$ cat src/rtl/minmax_tracker_pkg.sv
// Shared definitions for the min/max frame tracker: FSM state encoding and
// default sample geometry.
package minmax_tracker_pkg;

  localparam int W_DEFAULT   = 5;
  localparam int LEN_DEFAULT = 8;

  typedef enum logic [1:0] {
    IDLE  = 2'd0,
    FIRST = 2'd1,
    RUN   = 2'd2,
    DONE  = 2'd3
  } state_t;

endpackage : minmax_tracker_pkg

$ cat src/rtl/minmax_tracker_if.sv
// Sample-in / result-out handshake bundle for minmax_tracker, plus the
// frame start pulse and busy indication.
interface minmax_tracker_if #(
  parameter int W   = 5,
  parameter int LEN = 8
);

  logic                    start;
  logic                    in_valid;
  logic                    in_ready;
  logic [W-1:0]            in_data;
  logic                    out_valid;
  logic                    out_ready;
  logic [W-1:0]            out_max;
  logic [W-1:0]            out_min;
  logic [$clog2(LEN)-1:0]  out_max_idx;
  logic                    busy;

  // Driver side: produces samples and consumes results.
  modport master (
    output start, in_valid, in_data, out_ready,
    input  in_ready, out_valid, out_max, out_min, out_max_idx, busy
  );

  // Tracker side.
  modport slave (
    input  start, in_valid, in_data, out_ready,
    output in_ready, out_valid, out_max, out_min, out_max_idx, busy
  );

endinterface : minmax_tracker_if

$ cat src/rtl/minmax_tracker_mag_cmp_w.sv
// Unsigned W-bit magnitude compare. Exactly one of eq/gt/lt is high for any
// operand pair; a is compared against b.
module mag_cmp_w #(
  parameter int W = 5
) (
  input  logic [W-1:0] a_i,
  input  logic [W-1:0] b_i,
  output logic         eq_o,
  output logic         gt_o,
  output logic         lt_o
);

  assign eq_o = (a_i == b_i);
  assign gt_o = (a_i >  b_i);
  assign lt_o = (a_i <  b_i);

endmodule : mag_cmp_w

$ cat src/rtl/minmax_tracker.sv
// Frame-based running extremum tracker: accepts LEN unsigned samples, keeps
// the running max, min and first index of the max, and hands one registered
// result word to the consumer at end of frame.
module minmax_tracker
  import minmax_tracker_pkg::*;
#(
  parameter int W   = W_DEFAULT,
  parameter int LEN = LEN_DEFAULT
) (
  input logic              clk,
  input logic              reset,
  minmax_tracker_if.slave  bus
);

  localparam int IDX_W = $clog2(LEN);
  localparam int CNT_W = $clog2(LEN + 1);

  state_t             state_q, state_d;
  logic [CNT_W-1:0]   cnt_q, cnt_d;
  logic [W-1:0]       max_q, max_d;
  logic [W-1:0]       min_q, min_d;
  logic [IDX_W-1:0]   idx_q, idx_d;
  logic               out_valid_q, out_valid_d;

  logic eq_max, gt_max, lt_max;
  logic eq_min, gt_min, lt_min;
  logic accept;

  // in_data against the running maximum.
  mag_cmp_w #(.W(W)) u_cmp_max (
    .a_i  (bus.in_data),
    .b_i  (max_q),
    .eq_o (eq_max),
    .gt_o (gt_max),
    .lt_o (lt_max)
  );

  // in_data against the running minimum.
  mag_cmp_w #(.W(W)) u_cmp_min (
    .a_i  (bus.in_data),
    .b_i  (min_q),
    .eq_o (eq_min),
    .gt_o (gt_min),
    .lt_o (lt_min)
  );

  // Compare flags are one-hot; anything else means the comparator is broken.
  assert property (@(posedge clk) disable iff (reset)
                   $onehot({eq_max, gt_max, lt_max}) && $onehot({eq_min, gt_min, lt_min}));

  // Handshake and status are decoded from the state register only.
  assign bus.in_ready    = (state_q == FIRST) || (state_q == RUN);
  assign bus.busy        = (state_q != IDLE);
  assign bus.out_valid   = out_valid_q;
  assign bus.out_max     = max_q;
  assign bus.out_min     = min_q;
  assign bus.out_max_idx = idx_q;

  assign accept = bus.in_valid && bus.in_ready;

  // Next-state and datapath update for the frame FSM.
  always_comb begin
    // NOTE: every variable gets its hold value first so no path leaves it
    // unassigned, which would otherwise infer a latch.
    state_d = state_q;
    cnt_d   = cnt_q;
    max_d   = max_q;
    min_d   = min_q;
    idx_d   = idx_q;

    unique case (state_q)
      IDLE: begin
        if (bus.start) begin
          state_d = FIRST;
          cnt_d   = '0;
        end
      end
      FIRST: begin
        if (accept) begin
          max_d   = bus.in_data;
          min_d   = bus.in_data;
          idx_d   = '0;
          cnt_d   = CNT_W'(1);
          state_d = RUN;
        end
      end
      RUN: begin
        if (accept) begin
          // Strict compares: ties never move the extremes, so the earliest
          // index of the maximum is retained.
          if (gt_max) begin
            max_d = bus.in_data;
            idx_d = IDX_W'(cnt_q);
          end
          if (lt_min) begin
            min_d = bus.in_data;
          end
          cnt_d = cnt_q + CNT_W'(1);
          if (cnt_q == CNT_W'(LEN - 1)) begin
            state_d = DONE;
          end
        end
      end
      DONE: begin
        if (out_valid_q && bus.out_ready) begin
          state_d = IDLE;
        end
      end
      default: state_d = IDLE;
    endcase

    out_valid_d = (state_d == DONE);
  end

  // State, counter and result registers with synchronous reset.
  always_ff @(posedge clk) begin
    // NOTE: sequential state uses non-blocking assignments so every register
    // samples pre-edge values regardless of statement order.
    if (reset) begin
      state_q     <= IDLE;
      cnt_q       <= '0;
      max_q       <= '0;
      min_q       <= '0;
      idx_q       <= '0;
      out_valid_q <= 1'b0;
    end else begin
      state_q     <= state_d;
      cnt_q       <= cnt_d;
      max_q       <= max_d;
      min_q       <= min_d;
      idx_q       <= idx_d;
      out_valid_q <= out_valid_d;
    end
  end

endmodule : minmax_tracker
$ cat src/flat_wrapper.sv
// flat-port wrapper written by rule: the top's interface ports become plain ports
module minmax_tracker_flat import minmax_tracker_pkg::*;
#(
  parameter int W   = W_DEFAULT,
  parameter int LEN = LEN_DEFAULT
)
  (clk, reset, bus_start, bus_in_valid, bus_in_data, bus_out_ready, bus_in_ready, bus_out_valid, bus_out_max, bus_out_min, bus_out_max_idx, bus_busy);
  minmax_tracker_if #(.W(W), .LEN(LEN)) bus_i ();
  input logic clk;
  input logic reset;
  input wire logic [$bits(bus_i.start)-1:0] bus_start;
  input wire logic [$bits(bus_i.in_valid)-1:0] bus_in_valid;
  input wire logic [$bits(bus_i.in_data)-1:0] bus_in_data;
  input wire logic [$bits(bus_i.out_ready)-1:0] bus_out_ready;
  output wire logic [$bits(bus_i.in_ready)-1:0] bus_in_ready;
  output wire logic [$bits(bus_i.out_valid)-1:0] bus_out_valid;
  output wire logic [$bits(bus_i.out_max)-1:0] bus_out_max;
  output wire logic [$bits(bus_i.out_min)-1:0] bus_out_min;
  output wire logic [$bits(bus_i.out_max_idx)-1:0] bus_out_max_idx;
  output wire logic [$bits(bus_i.busy)-1:0] bus_busy;
  assign bus_i.start = bus_start;
  assign bus_i.in_valid = bus_in_valid;
  assign bus_i.in_data = bus_in_data;
  assign bus_i.out_ready = bus_out_ready;
  assign bus_in_ready = bus_i.in_ready;
  assign bus_out_valid = bus_i.out_valid;
  assign bus_out_max = bus_i.out_max;
  assign bus_out_min = bus_i.out_min;
  assign bus_out_max_idx = bus_i.out_max_idx;
  assign bus_busy = bus_i.busy;
  minmax_tracker #(.W(W), .LEN(LEN)) u_core (.clk(clk), .reset(reset), .bus(bus_i));
endmodule
$ cat config.mk
export PLATFORM = sky130hd
export DESIGN_NAME = minmax_tracker_flat
export DESIGN_NICKNAME = d
export VERILOG_FILES = /design/src/rtl/minmax_tracker_pkg.sv /design/src/rtl/minmax_tracker_if.sv /design/src/rtl/minmax_tracker_mag_cmp_w.sv /design/src/rtl/minmax_tracker.sv /design/src/flat_wrapper.sv
export SDC_FILE = /design/constraint.sdc
export NUM_CORES = 1
export LEC_CHECK = 0
export ABC_AREA = 1
export CORE_MARGIN = 5
export CORE_UTILIZATION = 38
export CTS_CLUSTER_SIZE = 16
export DETAILED_ROUTE_END_ITERATION = 16
export PLACE_DENSITY = 0.59
export SLEW_MARGIN = 5
export SYNTH_ARGS = -nofsm -noshare
export SYNTH_HDL_FRONTEND = slang
export SYNTH_SLANG_ARGS = --single-unit
$ cat constraint.sdc
create_clock -name clk -period 3.46 [get_ports clk]
set_clock_uncertainty 0.2 [all_clocks]
set_input_delay 0.692 -clock clk [delete_from_list [all_inputs] [get_ports clk]]
set_output_delay 0.692 -clock clk [all_outputs]
set_load 0.02 [all_outputs]
Yosys cells after proc, flatten, opt, wreduce, memory -nomap -nowiden
Index checks and enable logic that the tools add are counted.
{ "word_totals": {"ff_bits": 20, "in_bits": 10, "out_inout_bits": 16} }
{ "op_classes": {"addsub": 1, "order_cmp": 2, "eq_ne": 10, "muxes": 21, "reduce_logical": 10} }
{ "op_table": {"columns": ["operator", "count"], "rows": [
  ["2-to-1 mux 5 bit", 5],
  ["case mux 5 bit (2 select lines)", 2],
  ["2-to-1 mux 4 bit", 3],
  ["case mux 4 bit (3 select lines)", 1],
  ["AND reduction 4 bit", 3],
  ["2-to-1 mux 2 bit", 5],
  ["2-to-1 mux 3 bit", 3],
  ["!= test 2 x 1 -> 1 bit (second input constant)", 4],
  ["case mux 2 bit (4 select lines)", 1],
  ["== test 2 bit (second input constant)", 3],
  ["case mux 3 bit (2 select lines)", 1],
  ["> comparator 5 bit", 1],
  ["less-than comparator 5 bit", 1],
  ["adder 4 x 1 -> 4 bit (second input constant)", 1],
  ["== test 4 x 3 -> 1 bit (second input constant)", 1],
  ["nonzero test 2 bit", 2],
  ["nonzero test 3 bit", 1],
  ["== test 2 x 1 -> 1 bit (second input constant)", 1],
  ["logical AND 1 bit", 2],
  ["logical NOT 2 bit", 1],
  ["!= test 2 bit (second input constant)", 1],
  ["logical OR 1 bit", 1]
]} }

Logic depth before layout (Yosys ltp)
{ "depth": {"ltp_word": 6, "depth_mapped": 12, "mapped_depth_nobuf": 11} }

By module
A second synthesis with hierarchy kept.
{ "unflattened": {"hier_cells": 185, "area_unflattened_um2": 1318.8} }
{ "modules_own_cells": {"columns": ["mod", "n_inst", "cells_per_inst", "area_each_um2", "seq_area_each_um2"], "rows": [
  ["minmax_tracker", 1, 139, 1011.0, 400.4],
  ["mag_cmp_w", 2, 23, 153.9, 0.0]
]} }

Worst setup path before layout
No wires, ideal clock.
{ "synth_timing": {"path_kind": "input port to flip-flop", "start": "input port bus_in_data[4]", "end": "register u_core.max_q[4], in the netlist u_core.bus.out_max[4]", "arrival_time_ns": 1.695, "setup_slack_ns": 1.450, "stages": 11, "path_buffers": 1, "cell_sequence": "ha_1 > nand2_1 > nor2_2 > nand2_1 > nand3_1 > nand2_1 > nand2_2 > buf_6 > nand3_1 > nand2_1 > nor2_1"} }
{ "synth_between": {"elab_chain_cells": 3, "word_cells_on_any_way": 7, "cone_classes": "order compare (1); eq/ne (1); mux (4); reduce/logical (1)"} }
{ "synth_rtl": {"columns": ["item", "line", "rtl"], "rows": [
  ["start, declared", "flat_wrapper.sv:13", "input wire logic [$bits(bus_i.in_data)-1:0] bus_in_data;"],
  ["> comparator 5 bit or 2-to-1 mux 5 bit (tied branches)", "minmax_tracker_mag_cmp_w.sv:14, minmax_tracker.sv:91", null],
  ["!= test 2 x 1 -> 1 bit (no source line) or 2-to-1 mux 5 bit (tied branches)", null, null],
  ["AND reduction 4 bit (no source line) or case mux 5 bit (2 select lines) (tied branches)", null, null],
  ["end signal, assigned", "minmax_tracker.sv:129", "max_q <= max_d;"],
  ["end, declared", "minmax_tracker.sv:20", "logic [W-1:0] max_q, max_d;"]
]} }
Several ways; a longest one is shown, not always the timed one. The select of a mux whose other input is x is not followed.
A chain may end at the register's enable or synchronous reset.

Final worst setup path
{ "layout_timing": {"start": "register u_core.state_q[1]", "end": "output port bus_in_ready"} }
{ "layout_between": {"elab_chain_cells": 2, "word_cells_on_any_way": 3, "cone_classes": "eq/ne (2); reduce/logical (1)"} }
{ "layout_rtl": {"columns": ["item", "line", "rtl"], "rows": [
  ["start, declared", "minmax_tracker.sv:18", "state_t state_q, state_d;"],
  ["start signal, assigned", "minmax_tracker.sv:127", "state_q <= state_d;"],
  ["== test 2 x 1 -> 1 bit or == test 2 bit (tied branches)", "minmax_tracker.sv:52", "assign bus.in_ready = (state_q == FIRST) || (state_q == RUN);"],
  ["logical OR 1 bit (*)", "minmax_tracker.sv:52", null],
  ["end, declared", "flat_wrapper.sv:15", "output wire logic [$bits(bus_i.in_ready)-1:0] bus_in_ready;"]
]} }
Mark *: on every way between the ends. The rest lies on a longest branch, timed or not.

==> impl_metrics.yaml <==
yosys:
  synth_flop_cell: "dfxtp_1"
  synth_area_sq_um: 1369
  synth_cells: 189
  syn_avg_cell_area_sq_um: 7.242
  synthArstFlopShare: 0
  synth_edf_count: 0
  yosys_warnings: 0
  syn-num-nets: 216
  synth_seq_area_share: 0.2925
  synth_common_cells: "nand2_1 (37), inv_1 (27), nor2_1 (22), dfxtp_1 (20), ha_1 (17)"
  synth_area_leaders: "dfxtp_1 (29%), ha_1 (16%), nand2_1 (10%)"
  synth.most_common_cell: "nand2_1"
  synth_cell_type_count: 26
  yosysTopAreaCell: "dfxtp_1"
  netlist.area_leader.share: 0.2925
  synth.ff_latch_count: 20
grt:
  antenna_found_initial: 0
  grt_pass1_wl_mm: 4.905
  track_usage: 0.1190
  grt_max_degree: 27
  grt_overflow: 0
  grt_pass1_vias: 1149
run_status:
  outcome: "finished clean"
clocking:
  holdBufCountCts: 0
  cts_tree: "done"
  postCtsSetupRepairBufs: 0
  clkTransAtPathRegs_ns: 0.12
  clock-root-buffer: "clkbuf_4"
  worstSkewPairLatency_ns: 0.30
  postCtsResizedCells: 0
  cts_sinks: 20
  cts_buffers: 3
  htree_levels: 1
  cts_buffer_depth: 2
routing:
  met2_length_mm: 1.338
  drc: 0
  ant_nets: 0
  dr.pass1.iters: 4
  wl_met3_microns: 126
  wl_mm: 2.815
  avgViaCountPerCell: 4.664
  avgRoutedWirePerCell_microns: 10.87
  top_layer: "met4"
  wl_met1_mm: 1.326
  via_count: 1208
  first_iter_violations: 53
sta:
  fmax_ghz: 0.3599
  hold_viol_final: 0
  fin_ws_ns: 0.6818
  rsz0062_at_grt: "no"
  worst_slew_pin_slew_ns: 0.5036
  slew_viol_final: 0
  slew_headroom: 0.6639
  min_period_over_period: 0.8030
  setup_viol: 0
  fin_setup_tns_ns: 0
  finalCriticalPeriod_ns: 2.778
floorplanning:
  die_width_microns: 70.02
  start_util: 0.4007
  die-area_sq_um: 4902
  dieHeight_microns: 70.02
  num_rows: 21
  coreArea_sq_um: 3416
  num_io_pins: 26
placement:
  place.gp.congestion: 0.8152
  dp_hpwl_mm: 2.255
  dp_cells: 255
  pre_cts_ws_ns: 0.7765
  numPortBuffers: 25
critical_path:
  r2r-start: "u_core.state_q[1]"
  arrival_ns: 1.89
  critPathLaunch: "u_core.state_q[1]"
  worst_setup_path_end_kind: "primary output"
  cp.required_ns: 2.57
  cp-start-kind: "flop"
  critical_path_class: "reg2out"
  cp_max_fo: 6
finish:
  nFillCells: 368
  seqCellArea_sq_um: 400.4
  multi_input_area_sq_um: 810.8
  n_antenna_cell: 0
  drive_gt1_frac: 0.1174
  syn2layout_area_growth_pct: 22.76
  stdcell_count: 259
  finalNetCount: 241
  fin_util: 0.4919
min_path:
  hold_path_class: "reg2reg"
  hp-start: "u_core.bus.out_max_idx[2]"
power_and_ir_drop:
  power.density_nw_per_um2: 385.3
  p_leak_nw: 0.7367
  total_power_uw: 647.5
  peakVddDrop_mv: 0.1535
run:
  maxCapViolCount: 0
path summary, 6_finish.rpt:
| path | to | slack [ns] | cells past startpoint |
|---|---|---|---|
| worst min register to register | u_core.bus.out_max_idx[2] | 0.30 | 2 |
| worst max-delay path | bus_in_ready | 0.68 | 3 |
| worst max register to register | u_core.bus.out_max[1] | 1.34 | 9 |
| worst min-delay path | u_core.bus.out_max_idx[2] | 0.30 | 2 |
flip-flops by register name, summed over array words and instances (netlist names):
signal,flops
u_core.bus.out_min,5
u_core.state_q,2
u_core.bus.out_valid,1
u_core.cnt_q,4
u_core.bus.out_max_idx,3
u_core.bus.out_max,5
metrics by stage:
stage          hold slack (ns)  cell area (sq um)
6_report                0.2975               1680
5_1_grt                 0.3636               1680
4_1_cts                 0.3003               1680
3_5_place_dp            0.2699               1628
3_3_place_gp            0.2713               1628
2_1_floorplan           0.2791               1369
cells by family after synthesis:
group | count (synthesis) | share of synthesized area
simple gates | 91 | 0.3154
buf+inv | 34 | 0.1152
compound gates | 26 | 0.1152
xor+xnor | 1 | 0.006400
flops | 20 | 0.2925
fa+ha+maj | 17 | 0.1554
per-layer routing:
metal | vias up | global-route usage
met5 | - | 0
met4 | 0 | 0.04468
met3 | 2 | 0.02439
met2 | 21 | 0.2046
met1 | 537 | 0.1447
li1 | 648 | -
power breakdown:
part / switching, mW / internal [mW]
Combinational: 0.105 / 0.0856
Clock: 0.0747 / 0.117
Sequential: 0.0166 / 0.249
worst max-delay path, stage by stage (launching register included):
cell and delay (ns):
dfxtp_1 0.42, inv_1 0.15, ha_1 0.39, clkdlybuf4s50_1 0.63
final cells by class:
cell class                 instances  area share
sequential                        20      0.2383
timing repair buffer              25      0.1489
inverter                          29     0.06478
tap                               46     0.03425
multi-input combinational        135      0.4825
clock inverter                     1     0.01787
clock buffer                       3     0.01340
cell usage in the layout, fill, tap and decap left out, types with 2 or more instances in the layout:
master	count
clkdlybuf4s50_1	25
inv_1	27
a21oi_1	13
nand2_1	37
inv_2	2
dfxtp_1	20
clkbuf_4	3
o21ai_0	5
ha_1	17
nor3_1	2
a21oi_2	5
nand3_1	15
nor2_2	2
nand2_2	5
nor2_1	22
nand4_1	2
Note: power is estimated with default switching activity, not from simulation.
==> variant 1 (same flow settings) <==
Change the package constant `W_DEFAULT` from 5 to 7.
--- a/src/rtl/minmax_tracker_pkg.sv
+++ b/src/rtl/minmax_tracker_pkg.sv
@@ -3,5 +3,5 @@
 package minmax_tracker_pkg;
 
-  localparam int W_DEFAULT   = 5;
+  localparam int W_DEFAULT   = 7;
   localparam int LEN_DEFAULT = 8;
 
Ports: changed (resized bus_in_data, bus_out_max and bus_out_min); port bits go from 26 to 32. No check against the original RTL was run, so the function may have changed too.
==> variant 1 against the unedited design <==
  * Critical path depth is the same
  * Utilization is 0.32 points lower
  * Synthesized cell count is 22% higher
  * Sequential cell count grew 4
  * Wire length is 25% higher
  * Non-clock buffer count grew 6
  * Synthesized area is 19% higher
  * Cell area is 18% higher
  * First-iteration DRC count increased by 75%
  * Register-to-register slack lost 110 ps
  * Worst hold slack got worse by 7.1 ps
  * Worst setup slack better by 40 ps
Power is not compared: it rests on default switching activity, and its combinational part moved more than twofold at a synthesized area within 25%.
==> variant 1: results (changes against the unedited design) <==
met3 usage 1.98% (was 2.44%); later-pin clock latency in the skew report 270 ps (was 300 ps); post-synthesis cell type count 27 (was 26); status completed (unchanged); first-pass GRT wire length 6040 um (was 4910 um); DP Area 0.00191 mm2 (was 0.00163 mm2); met2 routed WL 1650 um (was 1340 um); Rel. slew slack 52.1% (was 66.4%); slowest CP cell clkdlybuf4s50_1 (unchanged); DR WL met3 199 um (was 126 um); HPWL Detailed 2610 um (was 2260 um); met1 GRT Util 17.3% (was 14.5%); sequential share of cell area 24.2% (was 23.8%); Clock-cell share 3.60% (was 3.13%); dpl ws 766 ps (was 777 ps); Core Area 0.00406 mm2 (was 0.00342 mm2); Hold WC Path Type register to register (unchanged); final net count 290 (was 241); final wirelength 3520 um (was 2820 um); Max FO, Critical Path 5 (was 6); non-clk buf share 15.6% (was 14.9%); clock-pin slew of the registers on the worst-case setup and hold paths 90 ps (was 120 ps); top_reg_cell synth dfxtp_1 (unchanged); sw frac 40.7%; sequential share of the synthesized area 29.6% (was 29.3%); Initial DRC Count 93 (was 53); syn nets 263 (was 216); # clock sinks 24 (was 20); vias in the first global route 1343 (was 1149); post-CTS setup buffer count 0 (unchanged); Vias 1455 (was 1208); port buffer count 31 (was 25); Total GRT Usage 13.4% (was 11.9%); largest cells by area after synthesis dfxtp_1, ha_1, nand2_1 (unchanged); CTS Buffer Depth 2 (unchanged); multi-input logic area 938 um2 (was 811 um2); n_diodes 0 (unchanged); Non-clk bufs 31 (was 25); Post-Layout Cell Count 306 (was 259); mean area per synthesized cell 7.06 um2 (was 7.24 um2); Inverters excl. clock 32 (was 29); CP arrival 1850 ps (was 1890 ps); clock group total power approximately 250 uW; M1 WL 1640 um (was 1330 um); gpl congestion 0.779 (was 0.815); most frequent cells after synthesis nand2_1, inv_1, nor2_1, a21oi_1, dfxtp_1 (was nand2_1, inv_1, nor2_1, dfxtp_1, ha_1); Clock Root Buffer clkbuf_8 (was clkbuf_4); placed cell count 302 (was 255); # H-tree levels 1 (unchanged); count of multi-input gates 165 (was 135); Pre-antenna DRT Iters 4 (unchanged); largest net degree at the start of global routing 35 (was 27); final core utilization 48.9% (was 49.2%); M2 GR Usage 23.3% (was 20.5%); highest routed metal layer met4 (unchanged); layout cells sized above 1 5.86% (was 11.7%); fill count 423 (was 368)
variant 1: cell types whose count changed after synthesis, sizes merged, moves of 2 or more:
cell,unedited run,this run
a21oi,18,26
buf,5,9
dfxtp,20,24
ha,17,21
inv,29,32
nand2,43,51
nand3,16,19
nor2,26,31
o21ai,6,4
variant 1: worst paths after layout:
| kind | from | endpoint | slack [ps] | depth (start not counted) |
|---|---|---|---|---|
| max | u_core.state_q[0] | bus_in_ready | 720 | 3 |
| min | u_core.bus.out_max_idx[0] | u_core.bus.out_max_idx[0] | 290 | 2 |
| max reg2reg | u_core.state_q[0] | u_core.bus.out_max[6] | 1230 | 7 |
| min reg2reg | u_core.bus.out_max_idx[0] | u_core.bus.out_max_idx[0] | 290 | 2 |
variant 1: kinds of logic after synthesis:
logic type	count (synthesis)	synth area share, %
flops	24	29.6
buf+inv	41	12.6
simple gates	110	30.6
fa+ha+maj	21	16.2
compound gates	34	11.0
==> variant 2 (same settings) <==
Without the edit above. The 4 states of `state_t` get a one-hot encoding in 4 bits.
--- a/src/rtl/minmax_tracker_pkg.sv
+++ b/src/rtl/minmax_tracker_pkg.sv
@@ -6,9 +6,9 @@
   localparam int LEN_DEFAULT = 8;
 
-  typedef enum logic [1:0] {
-    IDLE  = 2'd0,
-    FIRST = 2'd1,
-    RUN   = 2'd2,
-    DONE  = 2'd3
+  typedef enum logic [3:0] {
+    IDLE  = 4'b0001,
+    FIRST = 4'b0010,
+    RUN   = 4'b0100,
+    DONE  = 4'b1000
   } state_t;
 
Check against the original RTL: same outputs for any inputs over 10 cycles, from zero or initial values and one cycle with reset high; not proved beyond that.
==> variant 2 against the unedited design <==
  * Critical path type unchanged
  * Sequential cell count increased by 2
  * Total power decreased by 21%
  * Synthesized area decreased by 4.6%
  * Non-clock buffer count unchanged
  * Cell area decreased by 3.9%
  * Wire length increased by 3.6%
  * Worst setup slack improved by 110 ps
==> variant 2: results (changes against the unedited design) <==
status completed (unchanged); Total GRT Usage 13.6% (was 11.9%); post-synthesis cell type count 24 (was 26); Initial DRC Count 28 (was 53); fill count 374 (was 368); pin slew with the least headroom to its limit 642 ps (was 504 ps); Num CTS Buffers 3 (unchanged); Final setup viols 0 (unchanged); # H-tree levels 1 (unchanged); max incr delay on CP 620 ps; later-pin clock latency in the skew report 300 ps (about the same); Max FO, Critical Path 5 (was 6); gpl congestion 0.780 (was 0.815); initial antenna violation count 0 (unchanged); Hold WC Path Type register to register (unchanged); # clock sinks 22 (was 20); vias in the first global route 1238 (was 1149); ys async rst share 0% (unchanged); HPWL Detailed 2280 um (was 2260 um); leakage 0.000642 uW (was 0.000737 uW); CTS Buffer Depth 2 (unchanged); Worst VDD drop 227 uV (was 154 uV); largest net degree at the start of global routing 28 (was 27); Pre-antenna DRT Iters 4 (unchanged); first-pass GRT wire length 4960 um (was 4910 um); final net count 233 (was 241); layout cells sized above 1 5.66% (was 11.7%); clock-pin slew of the registers on the worst-case setup and hold paths 120 ps (about the same); port buffer count 25 (unchanged); Worst path top cell family by delay buffers and inverters (unchanged); n_diodes 0 (unchanged); CP arrival 1780 ps (was 1890 ps); top_reg_cell synth dfxtp_1 (unchanged); most frequent cells after synthesis nand2_1, inv_1, a21oi_1, dfxtp_1, nand3_1 (was nand2_1, inv_1, nor2_1, dfxtp_1, ha_1); vias per inst 4.89 (was 4.66); slowest CP cell clkdlybuf4s50_1 (unchanged); sequential share of the synthesized area 33.7% (was 29.3%); dpl ws 767 ps (was 777 ps); yosys warns 0 (unchanged); drt wl/cell 11.3 um (was 10.9 um); syn nets 208 (was 216); cts repair resizes 0 (unchanged); largest cells by area after synthesis dfxtp_1, nand2_1, ha_1 (was dfxtp_1, ha_1, nand2_1); Clock Root Buffer clkbuf_4 (unchanged)
variant 2: final timing paths:
path,from,depth (start not counted),end,slack (ps)
setup reg to reg,u_core.bus.out_max[4],11,u_core.bus.out_max[1],1540
hold / removal,u_core.bus.out_max_idx[0],2,u_core.bus.out_max_idx[0],300
setup / recovery,u_core.state_q[3],4,bus_in_ready,790
hold reg to reg,u_core.bus.out_max_idx[0],2,u_core.bus.out_max_idx[0],300
variant 2: cell type report:
| class | instances | area (um2) | area share, % |
|---|---|---|---|
| Multi-Input combinational cell | 132 | 722 | 44.7 |
| Timing Repair Buffer | 25 | 250 | 15.5 |
| Clock buffer | 4 | 36.3 | 2.25 |
| Inverter | 29 | 109 | 6.74 |
| Sequential cell | 22 | 440 | 27.3 |
| Tap cell | 46 | 57.6 | 3.56 |
variant 2: cell families after synthesis:
group | synth area share, %
buffers and inverters | 11.0
AND/OR/NAND/NOR | 32.7
adder cells (fa/ha/maj) | 9.58
XOR/XNOR | 0.671
flip-flops | 33.7
AO/OA/AOI/OAI | 12.4
variant 2: layer usage:
| layer | vias to the layer above | wire length [um] | track usage (%) |
|---|---|---|---|
| met5 | - | 0 | 0 |
| met4 | 0 | 38 | 4.47 |
| met3 | 5 | 123 | 2.27 |
| met2 | 17 | 1440 | 25.3 |
| met1 | 580 | 1310 | 15.6 |
| li1 | 660 | - | - |
variant 2: metrics by stage:
stage,area (um2),std cells
2_1_floorplan,1310,188
3_5_place_dp,1580,254
6_report,1620,258
5_1_grt,1620,258
3_3_place_gp,1580,254
4_1_cts,1620,258
variant 2: power breakdown:
part	switching [uW]	leakage (uW)	total (uW)	internal, uW
Combinational	57.6	0.000443	101	43.8
Sequential	8.77	0.000178	270	262
Clock	77.3	0.0000210	141	64.2
